<file path="config.mk">
export PLATFORM = sky130hd
export DESIGN_NAME = conv_seq_engine
export DESIGN_NICKNAME = d
export VERILOG_FILES = /design/src/rtl/conv_seq_engine.sv
export SDC_FILE = /design/constraint.sdc
export NUM_CORES = 1
export LEC_CHECK = 0
export CAP_MARGIN = 20
export CORE_MARGIN = 3
export CORE_UTILIZATION = 40
export CTS_BUF_LIST = sky130_fd_sc_hd__clkbuf_8
export DETAILED_ROUTE_END_ITERATION = 16
export SKIP_CTS_REPAIR_TIMING = 1
export SLEW_MARGIN = 15
export SYNTH_ARGS = -nofsm -noshare
export SYNTH_HDL_FRONTEND = slang
export SYNTH_SLANG_ARGS = --single-unit
</file>
<file path="constraint.sdc">
create_clock -name clk -period 26.6 [get_ports clk]
set_input_delay 5.32 -clock clk [delete_from_list [all_inputs] [get_ports clk]]
set_output_delay 5.32 -clock clk [all_outputs]
set_load 0.05 [all_outputs]
</file>
<file path="src/rtl/conv_seq_engine.sv">
// conv_seq_engine: convolution layer evaluated one product per cycle on a single signed MAC.
// Latency: each output element takes CLEAR + K MAC cycles + EMIT, where K = channel*k_size*k_size.
//   With y_ready held high that is K+2 cycles per element, and done pulses one cycle after the final accept.
// Backpressure: while y_ready is low the engine waits in EMIT and holds y_data, y_depth and y_pos steady.
// Ports: clk, rst (async active-low); start launches a run and latches a, b, c and relu_en;
//   busy covers the whole run; y_valid/y_ready/y_data/y_depth/y_pos stream the results
//   in order depth, output row, output column; done is a one-cycle pulse at the end of a run.
module conv_seq_engine #(
  parameter int width     = 8,
  parameter int out_width = 8,
  parameter int acc_width = 24,
  parameter int col       = 3,
  parameter int row       = 3,
  parameter int channel   = 3,
  parameter int depth     = 2,
  parameter int k_size    = 2,
  parameter int stride    = 1,
  parameter int pad_size  = 1,
  localparam int col_size = (col - k_size + 2*pad_size) / stride + 1,
  localparam int row_size = (row - k_size + 2*pad_size) / stride + 1,
  localparam int dep_w    = (depth > 1) ? $clog2(depth) : 1,
  localparam int pos_w    = (col_size*row_size > 1) ? $clog2(col_size*row_size) : 1
) (
  input  logic                                      clk,
  input  logic                                      rst,
  input  logic                                      start,
  input  logic                                      relu_en,
  input  logic [col*row*channel*width-1:0]          a,
  input  logic [depth*channel*k_size*k_size*width-1:0] b,
  input  logic [depth*out_width-1:0]                c,
  output logic                                      busy,
  output logic                                      y_valid,
  input  logic                                      y_ready,
  output logic [out_width-1:0]                      y_data,
  output logic [dep_w-1:0]                          y_depth,
  output logic [pos_w-1:0]                          y_pos,
  output logic                                      done
);

  localparam int m_w    = (channel > 1) ? $clog2(channel) : 1;
  localparam int k_w    = (k_size > 1) ? $clog2(k_size) : 1;
  localparam int oc_w   = (col_size > 1) ? $clog2(col_size) : 1;
  localparam int or_w   = (row_size > 1) ? $clog2(row_size) : 1;
  localparam int a_bits = col*row*channel*width;
  localparam int b_bits = depth*channel*k_size*k_size*width;
  localparam int c_bits = depth*out_width;

  // Largest positive output value; its bitwise inverse is the most negative one.
  localparam logic signed [acc_width-1:0] sat_max = acc_width'((2 ** (out_width-1)) - 1);
  localparam logic signed [acc_width-1:0] sat_min = ~sat_max;

  typedef enum logic [2:0] {S_IDLE, S_CLEAR, S_ACC, S_EMIT, S_DONE} state_t;

  state_t                       state_q, state_d;
  logic [a_bits-1:0]            a_q;
  logic [b_bits-1:0]            b_q;
  logic [c_bits-1:0]            c_q;
  logic                         relu_q;
  logic [m_w-1:0]               m;
  logic [k_w-1:0]               n, o;
  logic [oc_w-1:0]              ocol;
  logic [or_w-1:0]              orow;
  logic [dep_w-1:0]             p;
  logic [pos_w-1:0]             pos;
  logic signed [acc_width-1:0]  acc;

  logic [31:0]                  ir_p, ic_p, a_idx, b_idx;
  logic                         in_bounds;
  logic signed [width-1:0]      a_op, b_op;
  logic signed [2*width-1:0]    prod;
  logic signed [out_width-1:0]  bias;
  logic                         mac_last, ocol_last, orow_last, p_last, run_last;

  assign mac_last  = (m == m_w'(channel-1)) && (n == k_w'(k_size-1)) && (o == k_w'(k_size-1));
  assign ocol_last = (ocol == oc_w'(col_size-1));
  assign orow_last = (orow == or_w'(row_size-1));
  assign p_last    = (p == dep_w'(depth-1));
  assign run_last  = ocol_last && orow_last && p_last;

  // Operand selection. Row/column coordinates are kept offset by pad_size so they
  // never go negative; anything landing in the padding ring reads as zero, which
  // avoids ever building a padded copy of the input tensor.
  always_comb begin
    ir_p      = 32'(orow) * 32'(stride) + 32'(n);
    ic_p      = 32'(ocol) * 32'(stride) + 32'(o);
    in_bounds = (ir_p >= 32'(pad_size)) && (ir_p < 32'(row + pad_size)) &&
                (ic_p >= 32'(pad_size)) && (ic_p < 32'(col + pad_size));
    a_idx     = 32'(m) * 32'(row*col) + (ir_p - 32'(pad_size)) * 32'(col) +
                (ic_p - 32'(pad_size));
    b_idx     = (32'(p) * 32'(channel) + 32'(m)) * 32'(k_size*k_size) +
                32'(n) * 32'(k_size) + 32'(o);
    a_op      = in_bounds ? width'(a_q >> (a_idx * 32'(width))) : '0;
    b_op      = width'(b_q >> (b_idx * 32'(width)));
    prod      = (2*width)'(a_op) * (2*width)'(b_op);
    bias      = out_width'(c_q >> (32'(p) * 32'(out_width)));
  end

  // ReLU acts on the full-precision sum (after bias), then the result is clamped.
  always_comb begin
    if (relu_q && acc[acc_width-1]) begin
      y_data = '0;
    end else if (acc > sat_max) begin
      y_data = {1'b0, {(out_width-1){1'b1}}};
    end else if (acc < sat_min) begin
      y_data = {1'b1, {(out_width-1){1'b0}}};
    end else begin
      y_data = acc[out_width-1:0];
    end
  end

  assign y_depth = p;
  assign y_pos   = pos;

  always_ff @(posedge clk or negedge rst) begin
    if (!rst) begin
      state_q <= S_IDLE;
    end else begin
      state_q <= state_d;
    end
  end

  always_comb begin
    state_d = state_q;
    busy    = 1'b0;
    y_valid = 1'b0;
    done    = 1'b0;
    case (state_q)
      S_IDLE: begin
        if (start) begin
          state_d = S_CLEAR;
        end
      end
      S_CLEAR: begin
        busy    = 1'b1;
        state_d = S_ACC;
      end
      S_ACC: begin
        busy = 1'b1;
        if (mac_last) begin
          state_d = S_EMIT;
        end
      end
      S_EMIT: begin
        busy    = 1'b1;
        y_valid = 1'b1;
        if (y_ready) begin
          state_d = run_last ? S_DONE : S_CLEAR;
        end
      end
      S_DONE: begin
        done    = 1'b1;
        state_d = S_IDLE;
      end
      default: state_d = S_IDLE;
    endcase
  end

  always_ff @(posedge clk or negedge rst) begin
    if (!rst) begin
      a_q    <= '0;
      b_q    <= '0;
      c_q    <= '0;
      relu_q <= 1'b0;
      m      <= '0;
      n      <= '0;
      o      <= '0;
      ocol   <= '0;
      orow   <= '0;
      p      <= '0;
      pos    <= '0;
      acc    <= '0;
    end else begin
      case (state_q)
        S_IDLE: begin
          if (start) begin
            a_q    <= a;
            b_q    <= b;
            c_q    <= c;
            relu_q <= relu_en;
            ocol   <= '0;
            orow   <= '0;
            p      <= '0;
            pos    <= '0;
          end
        end
        S_CLEAR: begin
          acc <= acc_width'(bias);
          m   <= '0;
          n   <= '0;
          o   <= '0;
        end
        S_ACC: begin
          acc <= acc + acc_width'(prod);
          // Kernel column innermost, then kernel row, then channel.
          if (o == k_w'(k_size-1)) begin
            o <= '0;
            if (n == k_w'(k_size-1)) begin
              n <= '0;
              if (m == m_w'(channel-1)) begin
                m <= '0;
              end else begin
                m <= m + 1'b1;
              end
            end else begin
              n <= n + 1'b1;
            end
          end else begin
            o <= o + 1'b1;
          end
        end
        S_EMIT: begin
          if (y_ready) begin
            if (ocol_last) begin
              ocol <= '0;
              if (orow_last) begin
                orow <= '0;
                pos  <= '0;
                p    <= p_last ? '0 : p + 1'b1;
              end else begin
                orow <= orow + 1'b1;
                pos  <= pos + 1'b1;
              end
            end else begin
              ocol <= ocol + 1'b1;
              pos  <= pos + 1'b1;
            end
          end
        end
        default: ;
      endcase
    end
  end

endmodule

</file>
==> results of run 1 <==
==> cell usage after synthesis, types with 20 or more instances <==
library cell,number
mux2_2,427
clkbuf_1,29
nor2_1,57
a21oi_1,43
dfrtp_1,465
nand2_1,102
inv_1,144
buf_2,43
o21ai_0,51
fa_1,115
mux4_2,96
ha_1,83
nor2b_1,20
mux2i_1,56
==> layout by cell type, fill, tap and decap left out, drive strengths merged, types with 4 or more instances in the layout <==
cell type,count
diode,26
and3,11
o21a,4
o21bai,6
nand2b,13
clkdlybuf4s50,443
nand3,7
dfrtp,465
nand4,9
a22oi,7
nor2,57
a21oi,44
a21o,10
a31oi,5
nor3,8
o22ai,8
and2,8
clkinv,11
xnor2,13
nor2b,20
nor4,6
clkbuf,103
o22a,4
buf,23
mux2,427
o21ai,52
a211oi,8
o221ai,9
mux4,96
nand2,102
mux2i,56
ha,83
xor2,15
fa,115
inv,169
==> cell families (layout without fill, tap and decap cells) <==
family,Yosys count,after routing,share of synthesized area
buf+inv,246,752,0.04250
flops,465,465,0.4446
simple gates,249,249,0.04413
fa+ha+maj,198,198,0.1276
mux,579,579,0.2878
compound gates,172,172,0.04298
other cells,0,26,0
xor+xnor,28,28,0.01037
==> through the flow <==
step / std cells / hold slack, ns / utilization / area (sq um)
after global placement: 3154 / 0.4843 / 0.4850 / 31320
after global routing: 3320 / 0.5102 / 0.5120 / 33060
after floorplan: 1937 / 0.4720 / - / 26170
after CTS: 3296 / 0.5031 / 0.5103 / 32950
after detailed placement: 3154 / 0.4910 / 0.4850 / 31320
final: 3324 / 0.4985 / 0.5121 / 33070
==> layout make-up <==
| class | instances | share of cell area |
|---|---|---|
| multi-input combinational | 1226 | 0.4065 |
| sequential | 465 | 0.3519 |
| timing repair buffer | 466 | 0.1415 |
| clock buffer | 103 | 0.04286 |
| tap | 855 | 0.03235 |
| inverter | 144 | 0.01634 |
| clock inverter | 39 | 0.006507 |
| antenna | 26 | 0.001967 |
==> worst reg2reg max path, delay by kind of cell (launching register included) <==
kind            cells  cell delay (ns)
buf+inv             8             0.84
xor+xnor            2             0.28
compound gates      8             2.12
simple gates        3             0.68
flops               1             0.40
fa+ha+maj          13             5.26
mux                 1             0.16
==> final timing paths <==
path | endpoint | depth (start not counted)
worst max-delay path | acc[22]$_DFFE_PN0P_ | 35
worst min-delay path | a_q[118]$_DFFE_PN0P_ | 1
worst max register to register | acc[22]$_DFFE_PN0P_ | 35
worst min register to register | a_q[118]$_DFFE_PN0P_ | 1
max in group asynchronous | b_q[44]$_DFFE_PN0P_ | 5
min in group asynchronous | a_q[197]$_DFFE_PN0P_ | 1
==> registers in the layout, indices dropped and copies added, names as in the netlist <==
name / cells
relu_q: 1
state_q: 3
n: 1
y_depth: 1
acc: 24
y_pos: 4
m: 2
a_q: 216
o: 1
ocol: 2
orow: 2
b_q: 192
c_q: 16
==> layer usage <==
layer,up-vias,global-route usage,wire (microns)
li1,7783,-,-
met4,10,0.09101,2125
met1,8893,0.2650,29060
met2,345,0.3699,38830
met3,118,0.04558,3354
met5,-,0,62
==> flow_summary_export.csv, run 1 <==
group,metric,value,unit
run_status,status,"finished, final reports clean",
final_layout,nets,3014,
setup_path,slowest_delay,0.55,ns
min_path,hp-class,"reg -> reg",
sta,hold_violations,0,
sta,setup_ws,16.77,ns
clock_network,cts_buffers,84,
yosys,ys_seq_area_frac,0.4446,
sta,tns,0,ns
final_layout,register_area,0.01164,sq mm
run,max_cap_violations,0,
yosys,synth-seq-cells,465,
drt,vias_per_cell,5.159,
drt,first_iter_violations,908,
setup_path,worstSetupStartpointType,"flip-flop",
global_routing,grt_pass1_vias,18770,
sta,tightest_slew,1.230,ns
sta,finalCriticalPeriod,9.833,ns
yosys,netlist_area,0.02617,sq mm
yosys,synth_cells,1937,
place,hpwl,55300,microns
setup_path,crit_arrival,10.40,ns
place,io_buffers,444,
place,place_worst_setup_slack,16.75,ns
sta,relSlewSlack,0.1799,
sta,skew,0.04531,ns
global_routing,antenna_found_initial,29,
global_routing,grt_pass1_wl,111900,microns
sta,setup_violations,0,
setup_path,reg2reg_from,"orow[0]$_DFFE_PN0P_",
setup_path,cp_num_buf_inv,8,
clock_network,cts_root_buf,"clkbuf_8",
yosys,synth_largest_area_cell,"dfrtp_1",
sta,max_freq,0.1017,GHz
die,core_area,0.06458,sq mm
drt,drt_pre_antenna_iters,5,
yosys,synth_area_leaders,"dfrtp_1 (44%), mux2_2 (18%), fa_1 (8.8%), mux4_2 (8.3%), ha_1 (4.0%)",
setup_path,path_class,"reg -> reg",
yosys,synth_nets,2564,
yosys,yosysWarnings,0,
yosys,synth_edf_count,0,
global_routing,grt_start_max_net_pins,198,
min_path,hp-start,"a_q[118]$_DFFE_PN0P_",
sta,finalCritPeriodShare,0.3696,
setup_path,r2r_setup_slack,16.77,ns
drt,wl_per_cell,22.09,microns
die,dieArea,0.06853,sq mm
yosys,syn_area_per_cell,13.51,sq um
clock_network,path_clk_slew,0.08,ns
drt,num_vias,17150,
die,io_pins,445,
drt,drcViolationCount,0,
drt,drt_wl_total,73430,microns
sta,rsz0062_at_grt,"false",
setup_path,slowest_stage,"fa_1",
die,die_x,261.8,microns
final_layout,area_delta_synth_final,26.37,%
sta,drv_slew,0,
global_routing,gr-total-overflow,0,
drt,final_antenna_net_count,0,
die,start_util,0.4053,
final_layout,multi_input_area,0.01345,sq mm
yosys,async_reset_ff_frac,1.000,
yosys,synth.distinct_cells,62,
clock_network,clock_latency,0.67,ns
final_layout,final_layout_size_suffix_gt1_frac,0.2788,
die,num_rows,93,
setup_path,path_max_fanout,32,
global_routing,grt_usage,0.2159,
setup_path,path_delay_family,"adder cells",
yosys,yosysTopAreaCellShare,0.4446,
yosys,synth_flop_cell,"dfrtp_1",
clock_network,cts_max_path_buffers,3,
place,gp_congestion,0.8244,
final_layout,nFillCells,5586,
setup_path,worstPathRequired,27.17,ns
clock_network,tritoncts,"built",
clock_network,htreeDepth,3,
setup_path,end_kind,"flip-flop",
clock_network,cts.sinks,465,
setup_path,startpoint,"orow[0]$_DFFE_PN0P_",
die,die_height,261.8,microns
Power of run 1 is not shown: default switching activity piles up to over one toggle a cycle in this logic, so the estimate is an artifact.
==> run 2: changes to the inputs <==
- PLACE_DENSITY: unset -> 0.65
- clock period: 26.6 -> 8.85 ns (I/O delays scaled with it)
==> flow_summary_export.csv, run 2 (synthesis results as in run 1) <==
group,metric,value,unit
run_status,status,"finished, final reports clean",
global_routing,grt_start_max_net_pins,180,
sta,hold_violations,0,
die,die_height,261.8,microns
min_path,hp-class,"reg -> reg",
die,dieArea,0.06853,sq mm
clock_network,tritoncts,"built",
drt,vias_per_cell,5.120,
drt,met1_length,29200,microns
drt,top_layer,"met4",
final_layout,nets,3117,
setup_path,end_kind,"flip-flop",
final_layout,final_util,0.5320,
die,core_area,0.06458,sq mm
clock_network,cts_max_path_buffers,3,
die,io_pins,445,
drt,num_vias,17600,
setup_path,path_max_fanout,5,
global_routing,grt_pass1_vias,19150,
die,num_rows,93,
sta,finalCritPeriodShare,0.9630,
final_layout,layout_commonest_cell,"dfrtp_1",
drt,wl_met3,3354,microns
setup_path,path_class,"reg -> reg",
setup_path,worstPathRequired,9.39,ns
global_routing,gr-total-overflow,0,
drt,drcViolationCount,0,
setup_path,path_delay_family,"adder cells",
setup_path,slowest_delay,0.56,ns
sta,skew,0.02284,ns
clock_network,cts.sinks,465,
global_routing,grt_pass1_wl,111300,microns
sta,drv_slew,0,
place,gp_congestion,0.8685,
drt,wl_met2,38540,microns
final_layout,largest_register,"a_q",
setup_path,worstSetupStartpointType,"flip-flop",
setup_path,crit_arrival,9.06,ns
clock_network,htreeDepth,3,
die,start_util,0.4053,
clock_network,path_clk_slew,0.06,ns
setup_path,cp_num_buf_inv,11,
sta,max_freq,0.1173,GHz
clock_network,cts_root_buf,"clkbuf_8",
sta,setup_violations,0,
sta,tightest_slew,1.079,ns
final_layout,largest_reg_flops,216,
drt,wl_per_cell,21.42,microns
setup_path,crit_path_frequent_cell,"fa_1",
drt,first_iter_violations,900,
sta,relSlewSlack,0.2806,
place,hpwl,55710,microns
global_routing,antenna_found_initial,25,
clock_network,clock_latency,0.67,ns
final_layout,reg.largest.list,"a_q (216), b_q (192), acc (24)",
final_layout,nFillCells,5446,
final_layout,area_delta_synth_final,31.28,%
run,max_cap_violations,0,
drt,drt_wl_total,73610,microns
place,io_buffers,444,
global_routing,grt_usage,0.2141,
die,die_x,261.8,microns
clock_network,cts_buffers,82,
sta,finalCriticalPeriod,8.522,ns
final_layout,final_layout_size_suffix_gt1_frac,0.3331,
drt,final_antenna_net_count,0,
setup_path,slowest_stage,"fa_1",
final_layout,final_cell_mix,"dfrtp_1 (464), clkdlybuf4s50_1 (443), mux2_2 (427)",
drt,drt_pre_antenna_iters,5,
-- run 2: cell type report --
class,count,area [sq um],area share
antenna,27,67.56,0.001966
timing repair buffer,571,5522,0.1607
inverter,144,545.5,0.01588
clock buffer,102,1404,0.04086
clock inverter,47,295.3,0.008594
tap,855,1070,0.03114
sequential,465,11640,0.3388
multi-input combinational,1226,13810,0.4021
-- run 2: worst paths after layout --
path                                              to  slack, ns                 start  cells after the start
min in group asynchronous       a_q[212]$_DFFE_PN0P_       1.09                   rst                      1
worst min register to register  a_q[177]$_DFFE_PN0P_       0.50  a_q[177]$_DFFE_PN0P_                      1
worst max register to register   acc[23]$_DFFE_PN0P_       0.33   orow[0]$_DFFE_PN0P_                     38
worst max-delay path             acc[23]$_DFFE_PN0P_       0.33   orow[0]$_DFFE_PN0P_                     38
worst min-delay path            a_q[177]$_DFFE_PN0P_       0.50  a_q[177]$_DFFE_PN0P_                      1
max in group asynchronous        a_q[85]$_DFFE_PN0P_       6.18                   rst                      2
-- run 2: worst reg2reg max path, delay by kind of cell, from the launching register on --
kind                     cells  cell delay, ns
AND/OR/NAND/NOR              1            0.18
XOR/XNOR                     2            0.24
adder cells (fa/ha/maj)     13            4.91
AO/OA/AOI/OAI               11            1.78
flip-flops                   1            0.35
buffers and inverters       11            0.98
-- run 2: routing by layer --
| metal | track usage | vias up |
|---|---|---|
| met2 | 0.3690 | 359 |
| met4 | 0.09840 | 0 |
| met1 | 0.2586 | 9101 |
| met3 | 0.04356 | 118 |
| li1 | - | 8019 |
| met5 | 0 | - |
-- run 2: stage by stage --
step                cells  setup slack [ns]  setup TNS, ns  instance area [sq um]  hold WS, ns
global placement     3245          -0.06818        -0.1234                  32080       0.4832
floorplan            1937           0.07652              0                  26180       0.4720
global route         3434           -0.1147        -0.6767                  34350       0.5145
detailed placement   3245           -0.2369         -1.055                  32080       0.4907
CTS                  3394           -0.2719         -1.280                  33780       0.5043
finish               3437            0.3277              0                  34360       0.5004
Power of run 2 is left out for the same reason.
